===== config.mk =====
export PLATFORM = sky130hd
export DESIGN_NAME = tensor_core_result_packer
export DESIGN_NICKNAME = d
export VERILOG_FILES = /design/src/rtl/tensor_core_pkg.sv /design/src/rtl/tensor_core_result_fifo.sv /design/src/rtl/tensor_core_result_packer.sv
export SDC_FILE = /design/constraint.sdc
export NUM_CORES = 1
export LEC_CHECK = 0
export BUFFER_PORTS_ARGS = -buffer_cell sky130_fd_sc_hd__buf_2
export CAP_MARGIN = 20
export CORE_ASPECT_RATIO = 0.7
export CORE_MARGIN = 10
export CORE_UTILIZATION = 58
export CTS_CLUSTER_DIAMETER = 60
export CTS_CLUSTER_SIZE = 40
export DETAILED_ROUTE_END_ITERATION = 8
export PLACE_DENSITY = 0.75
export RECOVER_POWER = 25
export SYNTH_ARGS = -nofsm -noshare
export SYNTH_HDL_FRONTEND = slang
export SYNTH_SLANG_ARGS = --single-unit

===== constraint.sdc =====
create_clock -name clock_in -period 12.8 [get_ports clock_in]
set_input_delay 2.56 -clock clock_in [delete_from_list [all_inputs] [get_ports clock_in]]
set_output_delay 2.56 -clock clock_in [all_outputs]
set_load 0.01 [all_outputs]

===== src/rtl/tensor_core_pkg.sv =====
// Constants and types shared by the tensor core drain-side blocks.
package tensor_core_pkg;

  // Controller bus width; results carry one extra bit of headroom.
  localparam int unsigned BUS_WIDTH    = 7;
  localparam int unsigned RESULT_WIDTH = BUS_WIDTH + 1;
  localparam int unsigned PACKED_WIDTH = 2 * RESULT_WIDTH;

  // StHalf means a low byte is held waiting for its partner.
  typedef enum logic {
    StEmpty = 1'b0,
    StHalf  = 1'b1
  } pack_state_e;

endpackage


===== src/rtl/tensor_core_result_fifo.sv =====
// First-word-fall-through FIFO for packed result words.
module tensor_core_result_fifo #(
  parameter int unsigned Width = 16,
  parameter int unsigned Depth = 8,
  localparam int unsigned AddrW = $clog2(Depth),
  localparam int unsigned CntW  = AddrW + 1
) (
  input  logic             clk_i,
  input  logic             rst_i,
  input  logic             push_i,
  input  logic [Width-1:0] push_data_i,
  input  logic             pop_i,
  output logic             full_o,
  output logic             empty_o,
  output logic [Width-1:0] head_o,
  output logic [CntW-1:0]  count_o
);

  logic [Width-1:0] mem_q [Depth];
  // Extra pointer bit distinguishes full from empty.
  logic [AddrW:0]   wr_ptr_q, rd_ptr_q;
  logic             do_push, do_pop;

  // Occupancy, flags and gated head word.
  always_comb begin
    count_o = wr_ptr_q - rd_ptr_q;
    full_o  = (count_o == CntW'(Depth));
    empty_o = (count_o == '0);
    do_push = push_i && !full_o;
    do_pop  = pop_i && !empty_o;
    head_o  = empty_o ? '0 : mem_q[rd_ptr_q[AddrW-1:0]];
  end

  // Pointer registers; pointers wrap naturally modulo 2*Depth.
  always_ff @(posedge clk_i or posedge rst_i) begin
    if (rst_i) begin
      wr_ptr_q <= '0;
      rd_ptr_q <= '0;
    end else begin
      if (do_push) wr_ptr_q <= wr_ptr_q + 1'b1;
      if (do_pop)  rd_ptr_q <= rd_ptr_q + 1'b1;
    end
  end

  // Storage array, written only on an accepted push.
  always_ff @(posedge clk_i) begin
    if (do_push) mem_q[wr_ptr_q[AddrW-1:0]] <= push_data_i;
  end

endmodule


===== src/rtl/tensor_core_result_packer.sv =====
// Packs pairs of controller results into words and queues them for the host.
module tensor_core_result_packer
  import tensor_core_pkg::*;
#(
  parameter int unsigned DATA_WIDTH     = RESULT_WIDTH,
  parameter int unsigned WORD_WIDTH     = PACKED_WIDTH,
  parameter int unsigned FIFO_DEPTH     = 8,
  parameter int unsigned DROP_CNT_WIDTH = 8,
  localparam int unsigned CntW          = $clog2(FIFO_DEPTH) + 1
) (
  input  logic                      clock_in,
  input  logic                      power_on_reset_signal,
  input  logic                      result_valid,
  input  logic [DATA_WIDTH-1:0]     result_data,
  output logic                      result_ready,
  input  logic                      flush,
  output logic                      out_valid,
  output logic [WORD_WIDTH-1:0]     out_data,
  input  logic                      out_ready,
  output logic [CntW-1:0]           fifo_count,
  output logic [DROP_CNT_WIDTH-1:0] drop_count,
  output logic                      flush_pending
);

  pack_state_e               state_q, state_d;
  logic [DATA_WIDTH-1:0]     held_q, held_d;
  logic                      flush_q, flush_d;
  logic [DROP_CNT_WIDTH-1:0] drop_q;
  logic                      fifo_full, fifo_empty;
  logic                      push;
  logic [WORD_WIDTH-1:0]     push_data;
  logic                      flush_req, accept;

  // Handshake: only a held byte with nowhere to go blocks input.
  always_comb begin
    result_ready  = !(state_q == StHalf && fifo_full);
    accept        = result_valid && result_ready;
    flush_req     = flush || flush_q;
    out_valid     = !fifo_empty;
    drop_count    = drop_q;
    flush_pending = flush_q;
  end

  // Packer state register.
  always_ff @(posedge clock_in or posedge power_on_reset_signal) begin
    if (power_on_reset_signal) state_q <= StEmpty;
    else                       state_q <= state_d;
  end

  // Packer next state.
  always_comb begin
    state_d = state_q;
    unique case (state_q)
      StEmpty: if (accept && !flush_req) state_d = StHalf;
      StHalf:  if (accept || (flush_req && !fifo_full)) state_d = StEmpty;
      default: state_d = StEmpty;
    endcase
  end

  // Packer outputs: FIFO push, held byte and flush request updates.
  always_comb begin
    push      = 1'b0;
    push_data = '0;
    held_d    = held_q;
    flush_d   = flush_req;
    unique case (state_q)
      StEmpty: begin
        // A request seen while empty is always retired here.
        flush_d = 1'b0;
        if (accept) begin
          if (flush_req) begin
            push      = 1'b1;
            push_data = WORD_WIDTH'(result_data);
          end else begin
            held_d = result_data;
          end
        end
      end
      StHalf: begin
        if (accept) begin
          // The pair completes the word, so a pending flush has nothing to pad.
          push      = 1'b1;
          push_data = {result_data, held_q};
          flush_d   = 1'b0;
        end else if (flush_req && !fifo_full) begin
          push      = 1'b1;
          push_data = WORD_WIDTH'(held_q);
          flush_d   = 1'b0;
        end
      end
      default: flush_d = 1'b0;
    endcase
  end

  // Held byte, sticky flush request and saturating drop counter.
  always_ff @(posedge clock_in or posedge power_on_reset_signal) begin
    if (power_on_reset_signal) begin
      held_q  <= '0;
      flush_q <= 1'b0;
      drop_q  <= '0;
    end else begin
      held_q  <= held_d;
      flush_q <= flush_d;
      if (result_valid && !result_ready && drop_q != '1) begin
        drop_q <= drop_q + DROP_CNT_WIDTH'(1);
      end
    end
  end

  tensor_core_result_fifo #(
    .Width (WORD_WIDTH),
    .Depth (FIFO_DEPTH)
  ) u_fifo (
    .clk_i       (clock_in),
    .rst_i       (power_on_reset_signal),
    .push_i      (push),
    .push_data_i (push_data),
    .pop_i       (out_ready),
    .full_o      (fifo_full),
    .empty_o     (fifo_empty),
    .head_o      (out_data),
    .count_o     (fifo_count)
  );

endmodule


==> metrics, run 1 <==
status=finished with violations; violated checks=max-capacitance violations, max-slew violations; die area=15600 um^2; initial antenna violation count=0; leakage=about 2.6 nW; # rows=31; cell taking the most area after synthesis=edfxtp_1; yosys warns=0; count leader, synth=edfxtp_1; total track usage=between 10% and 20%; Setup Buffers After CTS=0; Hold Buf Count CTS=0; pwr dens=267 nW/um^2; HP Class=reg2reg; number of DRC markers in iteration 0=327; I/O pin count=44; CTS tree=built; Resized Gates After CTS=0; final clock skew=0.0108 ns; Hold Crit Depth=1; R2R cell count=8; DIE WIDTH=145 um; CTS root buf=clkbuf_16; fin. max-slew vios=10; core region area=10500 um^2; minimum clock period=around 7 ns; synthesis-stage register bit count=~150; max-cap violations=1; Worst-path clk slew=roughly 0.06 ns; Clock Path Buffers=2; first-pass GRT wire length=roughly 21000 um; synth top area cells=edfxtp_1 60%, mux4_2 11%, dfrtp_1 10%; crit path max fanout=19; DR vias=3458; XOR/XNOR share of the synthesized area=around 2.1%; crit end category=output port; Final Hold Viols=0; drc violations=0; Multi-input gate area=1750 um^2; Detail Placement HPWL=between 7000 and 8000 um; Simple-Gate Fraction of Synth Area=7.38%; Syn Std Cell Area=6350 um^2; Port Buf Inserts=43; drt via density=5.91; ANT cells=0; Syn Area/Cell=17.3 um^2; Main synth FF type=edfxtp_1; worst-margin pin slew=approximately 1.6 ns; Pre-Repair DR Iteration Count=5; multiplexer share of the synthesized area=13.3%; area share of fa/ha/maj cells after synthesis=under 10%; FILL cells=665; syn nets=388; crit path launch type=flop; Overflow after GRT=0; RSZ-0062 raised after global routing=no; vias in the first global route=between 3000 and 4000; Clk Latency, worst-skew pair=around 0.41 ns; Compound-Gate Fraction of Synth Area=3.27%; VDD IR max=approximately 0.14 mV; largest family of logic cells by synthesized area=multiplexers; Die Y=108 um; final setup violation count=0; Post-synth EDFFs=128; GPL Wtd Cong=about 0.84; distinct cell type count after synthesis=36; nets@finish=about 440; total negative slack=0 ns; Gate Count Post-Synth=368; Sequential cell area=4500 um^2; Yosys top cell area share=about three fifths; synth-to-layout area growth=15.4%; Req. time, crit path=10.24 ns; Final Util=between 60% and 70%; largest net degree at the start of global routing=36; initial core utilization=60.5%; slew margin rel.=-5.65%; sequential area share after synthesis=70.7%; Detail Route Antenna Nets=0; Post-DP Area=6800 um^2; CP Class=reg2out; period utilization=between 50% and 60%; H-tree depth=4; Total Wirelength=12900 um; Max Freq=approximately 150 MHz; # clock sinks=154; wire per inst=between 20 and 25 um; Final Cell Area=~7300 um^2; Inserted Clock Buffers=17; share of layout cells above drive strength 1=29.1%; Worst Path Arrival=4.32 ns; reg2reg setup slack=7.98 ns; Synth top cells by count=128 x edfxtp_1, 39 x nand2_1, 32 x mux4_2; share of flip-flops with an asynchronous set or reset=around 17%
-- power by group --
group	leakage [nW]	internal, mW	switching [mW]
Combinational	0.850	0.287	0.418
Clock	0.274	0.288	0.196
Sequential	1.51	0.705	0.0637
Total	2.64	1.28	0.678
-- registers in the layout, summed over array words and instances, names as in the netlist --
signal / flops
u_fifo.rd_ptr_q: 4
u_fifo.wr_ptr_q: 4
flush_pending: 1
held_q: 8
u_fifo.mem_q: 128
state_q: 1
drop_count: 8
-- placed cells by master (no fill, tap or decap), types with 4 or more instances in the layout --
master     count
xor2_1         6
mux2_2        11
ha_1           6
nand3_1        5
clkbuf_1      11
clkbuf_16     17
a22o_1         8
a21oi_1       19
buf_2         34
and2_0         4
nand2_1       39
nor2_1        11
dfrtp_1       25
inv_1         11
edfxtp_1     128
buf_4          9
nor4_2         7
mux4_2        32
clkinv_4       4
xnor2_1        9
and2_1         4
-- final cells by class --
cell class	instances	share of cell area, %
Clock buffer	18	5.85
Clock inverter	14	2.03
Inverter	12	0.614
Multi-Input combinational cell	186	23.9
Sequential cell	154	61.3
Tap cell	148	2.53
Timing Repair Buffer	53	3.75
-- cell families (layout without fill, tap and decap cells) --
group	Yosys count	after routing
simple gates	89	89
xor+xnor	15	15
compound gates	32	32
mux	43	43
buf+inv	28	97
fa+ha+maj	7	7
flops	154	154
-- metrics by stage --
stage | power [mW] | hold slack, ns | std cells | setup WS, ns
6_report | 1.96 | 0.490 | 585 | 5.92
5_1_grt | 2.07 | 0.504 | 585 | 5.57
4_1_cts | 2.00 | 0.493 | 584 | 5.91
3_5_place_dp | 1.51 | 0.485 | 552 | 6.43
3_3_place_gp | 1.49 | 0.478 | 552 | 6.61
2_1_floorplan | 1.26 | 0.461 | 368 | 7.69
-- routing by layer --
| metal | track usage (%) | vias up | wire (um) |
|---|---|---|---|
| li1 | - | 1548 | - |
| met1 | 22.9 | 1762 | 5700 |
| met2 | 27.8 | 138 | 6100 |
| met3 | 4.79 | 10 | 993 |
| met4 | 4.60 | 0 | 92 |
| met5 | 0 | - | 0 |
-- critical path: stages, from the launching register on --
cell and delay [ns]:
dfrtp_1 0.87, clkinv_1 0.84, ha_1 0.58, xor2_1 0.18, or3_1 0.37, nor3_1 0.72
nand2_1 0.16, buf_2 0.19
-- final timing paths --
kind / end / start
worst min-delay path: u_fifo.wr_ptr_q[3]$_DFFE_PP0P_ / u_fifo.wr_ptr_q[3]$_DFFE_PP0P_
min in group asynchronous: drop_count[1]$_DFFE_PP0P_ / power_on_reset_signal
worst max-delay path: result_ready / u_fifo.rd_ptr_q[2]$_DFFE_PP0P_
max in group asynchronous: u_fifo.rd_ptr_q[0]$_DFFE_PP0P_ / power_on_reset_signal
worst min register to register: u_fifo.wr_ptr_q[3]$_DFFE_PP0P_ / u_fifo.wr_ptr_q[3]$_DFFE_PP0P_
worst max register to register: u_fifo.mem_q[5][11]$_DFFE_PP_ / u_fifo.rd_ptr_q[2]$_DFFE_PP0P_
Power figures use the tool's default switching activity.
==> inputs of run 2 (changes only) <==
==> constraint.sdc (replaced) <==
create_clock -name clock_in -period 6.9 [get_ports clock_in]
set_input_delay 1.38 -clock clock_in [delete_from_list [all_inputs] [get_ports clock_in]]
set_output_delay 1.38 -clock clock_in [all_outputs]
set_load 0.01 [all_outputs]
==> metrics, run 2 (synthesized netlist as in run 1, its figures left out) <==
status=finished with violations; violated checks=max-capacitance violations, max-slew violations; Detail Route Antenna Nets=0 (unchanged); slew margin rel.=-5.95% (-0.30 points); Req. time, crit path=5.52 ns (-4.72 ns); initial core utilization=60.5% (unchanged); nets@finish=444 (unchanged); GPL Wtd Cong=0.843 (about the same); leakage=2.63 nW (-0.39%); vias in the first global route=3558 (-1.9%); pwr dens=493 nW/um^2 (+85%); CP Class=reg2out; period utilization=82.1%; critical-path cell list=clkinv_1 > ha_1 > xor2_1 > or3_1 > nor3_1 > nand2_1 > buf_2; Inserted Clock Buffers=17 (unchanged); drc violations=0 (unchanged); Resized Gates After CTS=0 (unchanged); max reg flops=128 (unchanged); Final Hold Viols=0 (unchanged); crit path max fanout=19 (unchanged); core region area=10500 um^2 (unchanged); CP top delay family=simple AND/OR/NAND/NOR gates; synth-to-layout area growth=15.1%; crit path launch type=flop; commonest non-fill, non-tap cell in the layout=edfxtp_1; Die Y=108 um (unchanged); Sequential cell area=4500 um^2 (unchanged); crit end category=output port; worst-margin pin slew=1.57 ns (+0.00446 ns); Pre-Repair DR Iteration Count=5 (unchanged); H-tree depth=4 (unchanged); highest-count cells in the layout ignoring fill and taps=128 x edfxtp_1, 39 x nand2_1, 32 x mux4_2, 32 x buf_2, 25 x dfrtp_1; Port Buf Inserts=43 (unchanged); share of layout cells above drive strength 1=27.9% (-1.1 points); VDD IR max=0.249 mV (+82%); slowest CP cell=dfrtp_1; CTS tree=built; Hold Buf Count CTS=0 (unchanged); total negative slack=0 ns (unchanged); FILL cells=683 (+2.7%); Detail Placement HPWL=7810 um (-0.33%); # rows=31 (unchanged); Setup Buffers After CTS=0 (unchanged); Overflow after GRT=0 (unchanged); I/O pin count=44 (unchanged); Total Wirelength=13000 um (+1.1%); Worst Path Arrival=4.29 ns (-0.03 ns); die area=15600 um^2 (unchanged); total track usage=17.3% (+0.080 points); Multi-input gate area=1750 um^2 (unchanged); Worst-path clk slew=0.06 ns (about the same); final clock skew=0.0112 ns (+0.000324 ns); # clock sinks=154 (unchanged); Max Freq=176 MHz; wire per inst=22.3 um (+1.1%); crit path buf inv count=2 (unchanged); largest net degree at the start of global routing=36 (unchanged); DIE WIDTH=145 um (unchanged); R2R cell count=8 (unchanged); CP max stage delay=0.85 ns (-0.02 ns); Worst path depth=7 (unchanged); fin. max-slew vios=10 (unchanged); HP Class=reg2reg; Clock Path Buffers=2 (unchanged); initial antenna violation count=0 (unchanged); drt via density=5.91 (about the same); Hold Crit Depth=1 (unchanged); first-pass GRT wire length=20800 um (+0.40%); DR vias=3455 (-0.087%); final setup violation count=0 (unchanged); RSZ-0062 raised after global routing=no; CTS root buf=clkbuf_16; max-cap violations=1 (unchanged); number of DRC markers in iteration 0=322 (-1.5%); Power Total=3.61 mW (+84%); minimum clock period=5.67 ns; ANT cells=0 (unchanged); Clk Latency, worst-skew pair=0.41 ns (about the same)
run 2: cell type report:
cell class	instances	share of cell area, %
tap	148	2.53
timing repair buffer	53	3.73
sequential	154	61.5
clock inverter	14	1.80
clock buffer	18	5.87
multi-input combinational	186	24.0
inverter	12	0.616
run 2: worst reg2reg max path: cells and delay by family, from the launching register on:
| family | cells | cell delay [ns] |
|---|---|---|
| flops | 1 | 0.85 |
| compound gates | 1 | 1.26 |
| simple gates | 4 | 0.66 |
| fa+ha+maj | 1 | 0.62 |
| buf+inv | 2 | 1.13 |
run 2: through the flow:
step,std cells,setup WS [ns],hold slack (ns),util [%],instance area [um^2]
finish,585,1.23,0.489,69.6,7310
floorplan,368,2.72,0.461,-,6350
global placement,552,1.89,0.478,64.7,6800
CTS,584,1.26,0.493,70.0,7360
detailed placement,552,1.74,0.485,64.7,6800
global route,585,0.884,0.505,69.6,7310
run 2: report_power, final:
| group | total [mW] | internal (mW) | switching [mW] |
|---|---|---|---|
| Sequential | 1.43 | 1.31 | 0.117 |
| Combinational | 1.31 | 0.529 | 0.779 |
| Clock | 0.873 | 0.526 | 0.346 |
run 2: metal layers:
metal | wire length [um] | vias to the layer above | track usage [%]
met1 | 5870 | 1776 | 24.2
met3 | 863 | 12 | 4.07
met4 | 112 | 0 | 4.53
met5 | 0 | - | 0
li1 | - | 1540 | -
met2 | 6190 | 127 | 27.1
run 2: worst paths after layout:
check | from | end | slack, ns
max | u_fifo.rd_ptr_q[2]$_DFFE_PP0P_ | result_ready | 1.23
max in group asynchronous | power_on_reset_signal | u_fifo.rd_ptr_q[0]$_DFFE_PP0P_ | 4.71
min in group asynchronous | power_on_reset_signal | drop_count[0]$_DFFE_PP0P_ | 0.92
min | u_fifo.wr_ptr_q[3]$_DFFE_PP0P_ | u_fifo.wr_ptr_q[3]$_DFFE_PP0P_ | 0.49
min reg2reg | u_fifo.wr_ptr_q[3]$_DFFE_PP0P_ | u_fifo.wr_ptr_q[3]$_DFFE_PP0P_ | 0.49
max reg2reg | u_fifo.rd_ptr_q[2]$_DFFE_PP0P_ | u_fifo.mem_q[4][13]$_DFFE_PP_ | 2.12
==> inputs of run 3 (changes only) <==
--- a/config.mk
+++ b/config.mk
@@ -9,11 +9,11 @@
 export CAP_MARGIN = 20
 export CORE_ASPECT_RATIO = 0.7
 export CORE_MARGIN = 10
-export CORE_UTILIZATION = 58
+export CORE_UTILIZATION = 54
 export CTS_CLUSTER_DIAMETER = 60
 export CTS_CLUSTER_SIZE = 40
 export DETAILED_ROUTE_END_ITERATION = 8
-export PLACE_DENSITY = 0.75
+export PLACE_DENSITY = 0.73
 export RECOVER_POWER = 25
 export SYNTH_ARGS = -nofsm -noshare
 export SYNTH_HDL_FRONTEND = slang
==> constraint.sdc (replaced) <==
create_clock -name clock_in -period 4.6 [get_ports clock_in]
set_input_delay 0.92 -clock clock_in [delete_from_list [all_inputs] [get_ports clock_in]]
set_output_delay 0.92 -clock clock_in [all_outputs]
set_load 0.01 [all_outputs]
==> metrics, run 3 (synthesized netlist as in run 1, its figures left out) <==
status=finished, final reports clean; Total Wirelength=13100 um (+0.39%); Worst Path Arrival=2.98 ns (-1.31 ns); Worst-path clk slew=0.06 ns (about the same); slew margin rel.=2.42% (+8.4 points); fin. max-slew vios=0 (-10); wire per inst=22.0 um (-1.5%); DIE WIDTH=150 um (+3.1%); worst r2r dst=u_fifo.mem_q[6][10]$_DFFE_PP_; Max Freq=257 MHz; Final Hold Viols=0 (unchanged); crit path max fanout=13 (-6); crit path launch type=flop; I/O pin count=44 (unchanged); R2R cell count=8 (unchanged); # clock sinks=154 (unchanged); Clk Latency, worst-skew pair=0.42 ns (about the same); Pre-Repair DR Iteration Count=7 (+2); total negative slack=0 ns (unchanged); worst-margin pin slew=1.45 ns (-0.124 ns); number of DRC markers in iteration 0=251 (-22%); Setup Buffers After CTS=0 (unchanged); first-pass GRT wire length=20700 um (-0.47%); vias in the first global route=3665 (+3.0%); share of layout cells above drive strength 1=28.9% (+1.0 points); pwr dens=757 nW/um^2 (+54%); ANT cells=0 (unchanged); CP Class=reg2out; commonest non-fill, non-tap cell in the layout=edfxtp_1; die area=16600 um^2 (+6.2%); Inserted Clock Buffers=17 (unchanged); initial core utilization=54.8% (-5.7 points); drc violations=0 (unchanged); crit end category=output port; # rows=33 (+6.5%); Hold Buf Count CTS=0 (unchanged); Resized Gates After CTS=0 (unchanged); HP Class=in2async; pre-CTS setup slack=1.11 ns (-0.626 ns); Port Buf Inserts=43 (unchanged); Overflow after GRT=0 (unchanged); worst hold slack=0.467 ns (-0.0226 ns); highest-count cells in the layout ignoring fill and taps=128 x edfxtp_1, 39 x nand2_1, 32 x mux4_2, 32 x buf_2, 25 x dfrtp_1; VDD IR max=0.395 mV (+59%); period utilization=a little over four fifths; total track usage=16.5% (-0.80 points); final setup violation count=0 (unchanged); minimum clock period=3.90 ns; worst r2r src=u_fifo.wr_ptr_q[0]$_DFFE_PP0P_; worst setup slack after layout=0.704 ns (-0.529 ns); Detail Route Antenna Nets=0 (unchanged); Clock Path Buffers=2 (unchanged); DR vias=3450 (-0.14%); final clock skew=0.00878 ns (-0.00239 ns); max-cap violations=0 (-1); GPL Wtd Cong=0.755 (-11%); RSZ-0062 raised after global routing=no; max reg flops=128 (unchanged); drt via density=5.79 (-2.0%); reg2reg setup slack=0.72 ns (-1.40 ns); Req. time, crit path=3.68 ns (-1.84 ns); Die Y=111 um (+3.0%); largest net degree at the start of global routing=36 (unchanged); synth-to-layout area growth=16.6%; core region area=11600 um^2 (+10%); leakage=2.67 nW (+1.6%); nets@finish=447 (+0.68%); CTS tree=built; initial antenna violation count=0 (unchanged); H-tree depth=4 (unchanged); Detail Placement HPWL=8070 um (+3.4%); CTS root buf=clkbuf_16
[run 3: final cells by class]
| type | count | area (um^2) |
|---|---|---|
| Fill cell | 844 | 4190 |
| Inverter | 12 | 45.0 |
| Sequential cell | 154 | 4500 |
| Multi-Input combinational cell | 186 | 1760 |
| Clock buffer | 18 | 429 |
| Clock inverter | 13 | 200 |
| Timing Repair Buffer | 56 | 290 |
| Tap cell | 157 | 196 |
[run 3: worst max-delay path by stage]
stage,start,end,slack (ns),cells past startpoint
after floorplan,u_fifo.rd_ptr_q[2]$_DFFE_PP0P_,u_fifo.mem_q[0][0]$_DFFE_PP_,0.42,10
after global placement,u_fifo.wr_ptr_q[0]$_DFFE_PP0P_,out_data[8],1.26,10
after detailed placement,u_fifo.wr_ptr_q[0]$_DFFE_PP0P_,out_data[13],1.11,10
after CTS,u_fifo.wr_ptr_q[0]$_DFFE_PP0P_,out_data[13],0.66,10
after global routing,u_fifo.wr_ptr_q[0]$_DFFE_PP0P_,u_fifo.mem_q[2][9]$_DFFE_PP_,0.52,9
final,u_fifo.wr_ptr_q[0]$_DFFE_PP0P_,out_data[13],0.70,10
[run 3: critical path, stage by stage (launching register included)]
cell and delay [ns]:
dfrtp_1 0.49, inv_1 0.20, ha_1 0.19, inv_1 0.05, fa_1 0.37, xor2_1 0.20, nor3_1 0.16, o21a_1 0.38
buf_4 0.29, a21oi_1 0.07, buf_2 0.14
[run 3: power breakdown]
part	leakage (nW)	internal, mW	switching [mW]
Clock	0.301	0.956	0.530
Sequential	1.51	1.96	0.142
Combinational	0.855	0.811	1.21
[run 3: metrics by stage]
step                      cells  area (um^2)  util, %  power, mW
after floorplan             368         6350        -       3.51
after global placement      564         6830     58.9       4.15
after detailed placement    564         6830     58.9       4.24
after CTS                   595         7460     64.3       5.73
after global routing        596         7410     63.9       5.94
final                       596         7410     63.9       5.61
[run 3: routing by layer]
layer  vias to the layer above  global-route usage (%)  routed length, um
met2                       128                    25.9               6360
met4                         0                    5.10                186
li1                       1534                       -                  -
met5                         -                       0                  0
met3                        19                    5.14               1010
met1                      1769                    21.7               5540
